File: config.mk
export PLATFORM = sky130hd
export DESIGN_NAME = cmd_word_decoder
export DESIGN_NICKNAME = d
export VERILOG_FILES = /design/src/rtl/cmd_word_decoder_pkg.sv /design/src/rtl/cmd_len_lookup.sv /design/src/rtl/cmd_word_decoder.sv
export SDC_FILE = /design/constraint.sdc
export NUM_CORES = 1
export LEC_CHECK = 0
export CORE_MARGIN = 10
export CORE_UTILIZATION = 49
export CTS_CLUSTER_DIAMETER = 60
export DETAILED_ROUTE_END_ITERATION = 10
export MAX_ROUTING_LAYER = met4
export PLACE_DENSITY = 0.8
export SYNTH_ARGS = -nofsm -noshare
export SYNTH_HDL_FRONTEND = slang
export SYNTH_SLANG_ARGS = --single-unit
File: constraint.sdc
create_clock -name i_clk -period 2.6 [get_ports i_clk]
set_clock_uncertainty 0.2 [all_clocks]
set_input_delay 0.52 -clock i_clk [delete_from_list [all_inputs] [get_ports i_clk]]
set_output_delay 0.52 -clock i_clk [all_outputs]
set_load 0.005 [all_outputs]
File: src/rtl/cmd_word_decoder_pkg.sv
// Shared command layout, opcodes and decoder state for the command path.
// Optional feature macro: CMD_DEC_LEN_CHECK_EN (exact per-opcode length check).
package cmd_word_decoder_pkg;

   localparam int unsigned cmd_buf_width_gp = 32;

   typedef enum logic [7:0] {
      CMD_FETCH     = 8'hF0,
      CMD_DISP      = 8'hF1,
      CMD_TILE      = 8'hF2,
      CMD_WAIT_DISP = 8'hF3,
      CMD_WAIT_TILE = 8'hF4
   } cmd_op_s;

   typedef struct packed {
      logic [7:0] rsvd;
      logic [7:0] len;
      logic [7:0] id;
      logic [7:0] op;
   } cmd_header_s;

   localparam logic [7:0] cmd_fetch_len_gp     = 8'd12;
   localparam logic [7:0] cmd_disp_len_gp      = 8'd12;
   localparam logic [7:0] cmd_tile_len_gp      = 8'd12;
   localparam logic [7:0] cmd_wait_disp_len_gp = 8'd4;
   localparam logic [7:0] cmd_wait_tile_len_gp = 8'd4;

   typedef enum logic [1:0] {
      S_HDR,
      S_PAY,
      S_EMIT,
      S_DRAIN
   } cmd_dec_state_e;

   function automatic logic [6:0] cmd_len_words(input logic [7:0] len);
      logic [8:0] sum;
      sum = {1'b0, len} + 9'd3;
      return sum[8:2];
   endfunction

endpackage

File: src/rtl/cmd_len_lookup.sv
// Pure opcode decode: reports whether an opcode is known and its
// required payload size in bytes.
module cmd_len_lookup
   import cmd_word_decoder_pkg::*;
(
   input  logic [7:0] op_i,
   output logic       known_o,
   output logic [7:0] len_o
);

   always_comb begin
      known_o = 1'b1;
      len_o   = '0;
      unique case (op_i)
         CMD_FETCH:     len_o = cmd_fetch_len_gp;
         CMD_DISP:      len_o = cmd_disp_len_gp;
         CMD_TILE:      len_o = cmd_tile_len_gp;
         CMD_WAIT_DISP: len_o = cmd_wait_disp_len_gp;
         CMD_WAIT_TILE: len_o = cmd_wait_tile_len_gp;
         default:       known_o = 1'b0;
      endcase
   end

endmodule

File: src/rtl/cmd_word_decoder.sv
// Assembles header + payload words into decoded commands; drains rejects.
// Optional feature macro: CMD_DEC_LEN_CHECK_EN.
module cmd_word_decoder
   import cmd_word_decoder_pkg::*;
#(
   parameter int MAX_PAYLOAD_WORDS = 3,
   parameter int ERR_CNT_WIDTH     = 8
) (
   input  logic                        i_clk,
   input  logic                        i_reset_n,
   input  logic                        i_word_valid,
   output logic                        o_word_ready,
   input  logic [cmd_buf_width_gp-1:0] i_word,
   output logic                        o_cmd_valid,
   input  logic                        i_cmd_ready,
   output logic [7:0]                  o_cmd_op,
   output logic [7:0]                  o_cmd_id,
   output logic [MAX_PAYLOAD_WORDS*32-1:0] o_cmd_payload,
   input  logic                        i_err_clr,
   output logic                        o_err_unknown_op,
   output logic                        o_err_len,
   output logic [ERR_CNT_WIDTH-1:0]    o_err_cnt
);

   localparam int PW = MAX_PAYLOAD_WORDS * 32;

   cmd_dec_state_e           state_q, state_d;
   logic [7:0]               op_q, op_d, id_q, id_d;
   logic [PW-1:0]            pay_q, pay_d;
   logic [6:0]               cnt_q, cnt_d, nw_q, nw_d;
   logic                     unk_q, unk_d, len_q, len_d;
   logic [ERR_CNT_WIDTH-1:0] ecnt_q, ecnt_d;

   cmd_header_s hdr;
   logic [6:0]  hdr_nw;
   logic        known;
   logic [7:0]  exp_len;
   logic        word_acc, hdr_acc, last_word;
   logic        bad_op, bad_len, reject;
   logic        unused_bits;

   assign hdr    = cmd_header_s'(i_word);
   assign hdr_nw = cmd_len_words(hdr.len);

   cmd_len_lookup u_len_lookup (
      .op_i    (hdr.op),
      .known_o (known),
      .len_o   (exp_len)
   );

   assign word_acc  = i_word_valid && o_word_ready;
   assign hdr_acc   = word_acc && (state_q == S_HDR);
   assign last_word = (cnt_q == nw_q - 7'd1);
   assign bad_op    = !known;

`ifdef CMD_DEC_LEN_CHECK_EN
   assign bad_len = (int'(hdr_nw) > MAX_PAYLOAD_WORDS)
                 || (known && (hdr.len != exp_len));
   assign unused_bits = ^hdr.rsvd;
`else
   assign bad_len = int'(hdr_nw) > MAX_PAYLOAD_WORDS;
   assign unused_bits = ^{hdr.rsvd, exp_len};
`endif

   assign reject = hdr_acc && (bad_op || bad_len);

   always_ff @(posedge i_clk or negedge i_reset_n) begin
      if (!i_reset_n) state_q <= S_HDR;
      else            state_q <= state_d;
   end

   always_comb begin
      state_d = state_q;
      unique case (state_q)
         S_HDR: if (hdr_acc) begin
            if (reject) state_d = (hdr_nw == 7'd0) ? S_HDR  : S_DRAIN;
            else        state_d = (hdr_nw == 7'd0) ? S_EMIT : S_PAY;
         end
         S_PAY:   if (word_acc && last_word) state_d = S_EMIT;
         S_EMIT:  if (i_cmd_ready)           state_d = S_HDR;
         S_DRAIN: if (word_acc && last_word) state_d = S_HDR;
         default: state_d = S_HDR;
      endcase
   end

   always_comb begin
      o_cmd_valid  = (state_q == S_EMIT);
      o_word_ready = (state_q != S_EMIT);
   end

   // Drained words only advance the counter; payload stays cleared.
   always_comb begin
      op_d  = op_q;
      id_d  = id_q;
      pay_d = pay_q;
      cnt_d = cnt_q;
      nw_d  = nw_q;
      if (hdr_acc) begin
         op_d  = hdr.op;
         id_d  = hdr.id;
         pay_d = '0;
         cnt_d = '0;
         nw_d  = hdr_nw;
      end else if (word_acc) begin
         cnt_d = cnt_q + 7'd1;
         if (state_q == S_PAY) begin
            for (int k = 0; k < MAX_PAYLOAD_WORDS; k++) begin
               if (cnt_q == 7'(k)) pay_d[k*32 +: 32] = i_word;
            end
         end
      end
   end

   always_comb begin
      unk_d  = i_err_clr ? 1'b0 : unk_q;
      len_d  = i_err_clr ? 1'b0 : len_q;
      ecnt_d = i_err_clr ? '0 : ecnt_q;
      if (reject) begin
         if (bad_op)  unk_d = 1'b1;
         if (bad_len) len_d = 1'b1;
         if (ecnt_d != '1) ecnt_d = ecnt_d + ERR_CNT_WIDTH'(1);
      end
   end

   always_ff @(posedge i_clk or negedge i_reset_n) begin
      if (!i_reset_n) begin
         op_q   <= '0;
         id_q   <= '0;
         pay_q  <= '0;
         cnt_q  <= '0;
         nw_q   <= '0;
         unk_q  <= 1'b0;
         len_q  <= 1'b0;
         ecnt_q <= '0;
      end else begin
         op_q   <= op_d;
         id_q   <= id_d;
         pay_q  <= pay_d;
         cnt_q  <= cnt_d;
         nw_q   <= nw_d;
         unk_q  <= unk_d;
         len_q  <= len_d;
         ecnt_q <= ecnt_d;
      end
   end

   assign o_cmd_op         = op_q;
   assign o_cmd_id         = id_q;
   assign o_cmd_payload    = pay_q;
   assign o_err_unknown_op = unk_q;
   assign o_err_len        = len_q;
   assign o_err_cnt        = ecnt_q;

endmodule

==> results.ini <==
[pwr]
peakVddDrop_mv=0.7227
power.total_mw=9.862
p_leak_nw=3.952
power.density_nw_per_um2=1132

[floorplanning]
core_area_um2=12160
initial_core_util=0.5068
ioPinCount=161
die_y_um=132.2
die_area_um2=17460
num_rows=40
die_w_um=132.2

[detailed_routing]
top_layer_used=met4
met2WireLength_mm=9.178
wl_per_cell_um=18.22
wl_met1_mm=7.495
drtPass1Iterations=5
wl_met3_mm=1.604
drt-vias-per-instance=5.342
wirelength_mm=18.82
post-route-drc-count=0
drt_iter0_drc=518
vias=5518
drtAntennaViolNets=0

[global_routing]
grt_usage=0.2226
grt_pass1_vias=5709
grt_max_degree=54
overflow=0
antenna_found_initial=0
grt_pass1_wl_mm=30.71

[sta]
setup_violations=0
drv_slew=0
setup_ws_ns=0.07392
setup_tns_ns=0
fmax_ghz=0.3959
min_period_over_period=0.9716
tightest_slew_ns=0.5604
rsz0062_at_grt=false
period_needed_ns=2.526
max-slew-margin-rel=0.6241
finalHoldViolations=0

[clock_network]
cts_max_level=4
clk_pin_slew_worst_paths_ns=0.06
cts-root-buf=clkbuf_16
cts_tree=yes
clk_latency_ns=0.42
numCtsBuffers=17
cts.sinks=138
cts_buffer_depth=2

[setup_path]
critPathMaxFanout=7
critical_path_class=reg2out
arrival_ns=1.81
cp-start-kind=flip-flop
crit_required_ns=1.88
crit_path_end_kind=output port

[final_layout]
n_fill_cell=906
syn2layout_area_growth_pct=41.39
final_cell_mix=261 x nand2_1, 159 x clkdlybuf4s50_1, 138 x dfrtp_1
final_cells=1033
final_util=0.7166
num_antenna_cells=0
seq_area_um2=3453
drive_above_1_share=0.1225
layout_commonest_cell=nand2_1
multi_input_area_um2=2427
finalNetCount=895

[yosys]
syn_area_um2=6163
syn_avg_cell_area_um2=9.282
ys_seq_area_frac=0.5603
synth-main-ff-cell=dfrtp_1
ys_ff_latch=138
syn-num-nets=707
async_reset_ff_frac=1.000
synthCells=664
synth.distinct_cells=49
synth-edff-count=0
yosysWarnings=0

[placed_design]
dp.cells=1000
preCtsSetupSlack_ns=-0.1305
place_congestion=0.9468
dpl.hpwl_mm=13.55
io_buffers=160

[worst_hold_path]
hp-class=reg2reg

[flow_run]
cap_violations=0

[run_status]
status=finished clean

-- synthesized netlist by cell type, types with 3 or more instances --
master,number,area (um^2)
buf_8,6,90.09
nor2b_1,5,31.28
buf_6,4,45.04
inv_1,9,33.78
a21oi_2,19,166.4
nand4_1,3,18.77
and2_1,4,25.02
or4_1,3,22.52
dfrtp_1,138,3453
o21ai_0,46,230.2
or3_1,6,37.54
nand3_1,7,35.03
a21oi_1,50,250.2
xnor2_1,9,78.83
nor2_1,7,26.28
ha_1,6,75.07
nand2b_1,4,25.02
nand2_1,261,979.7
xor2_1,14,122.6
clkbuf_1,24,90.09
-- worst max-delay path: stages (launching register included) --
cell,delay (ns)
dfrtp_1,0.52
nand2b_1,0.22
inv_1,0.14
clkdlybuf4s50_1,0.51
-- layout make-up --
cell class              instances  share of cell area
multi-input cells             476              0.2785
flip-flops and latches        138              0.3963
repair buffers                210              0.2330
well taps                     168             0.02412
clock inverters                 8            0.007753
inverters                       9            0.003877
clock buffers                  24             0.05643
-- per-stage QoR --
stage / instance area, um^2 / hold WS [ns]
after floorplan: 6163 / 0.02441
after global placement: 8139 / 0.2591
after detailed placement: 8139 / 0.2664
after CTS: 8708 / 0.2798
after global routing: 8715 / 0.3022
final: 8715 / 0.2790
-- logic make-up (layout without fill, tap and decap cells) --
family / after synthesis / count (layout) / share of synthesized area
AND/OR/NAND/NOR: 312 / 312 / 0.2121
AO/OA/AOI/OAI: 133 / 133 / 0.1295
adder cells (fa/ha/maj): 6 / 6 / 0.01218
flip-flops: 138 / 138 / 0.5603
buffers and inverters: 50 / 251 / 0.04974
multiplexers: 2 / 2 / 0.003451
XOR/XNOR: 23 / 23 / 0.03268
-- report_power, final --
group          total (mW)  internal (mW)  switching [mW]
combinational        3.98           2.17            1.82
sequential           3.61           3.02           0.590
clock                2.27           1.41           0.866
-- flip-flops by register name, summed over array words and instances, names as in the netlist --
register          cells
o_cmd_payload        96
o_cmd_id              8
o_cmd_op              8
o_err_cnt             8
cnt_q                 7
nw_q                  7
state_q               2
o_err_len             1
o_err_unknown_op      1
-- metal layers --
layer,global-route usage,up-vias
met1,0.2502,2697
met5,-,-
met2,0.3553,222
met4,0.09271,0
li1,-,2558
met3,0.07660,41
-- path summary, 6_finish.rpt --
kind,slack [ns],end,startpoint,depth (start not counted)
setup / recovery,0.07,o_cmd_valid,state_q[1],3
hold / removal,0.28,o_cmd_id[0],o_cmd_id[0],2
setup reg to reg,0.14,o_cmd_payload[6],cnt_q[3],6
hold reg to reg,0.28,o_cmd_id[0],o_cmd_id[0],2
max in group asynchronous,1.16,o_cmd_payload[4],i_reset_n,3
min in group asynchronous,0.42,o_cmd_payload[17],i_reset_n,2
-- what timing repair did --
item	4_1_cts	5_1_grt
endpoints found under the hold margin	46	0
hold buffers	1	0
setup buffers	0	0
gates resized for setup	0	1
endpoints found under the setup margin	0	2
(Power assumes the default switching activity.)
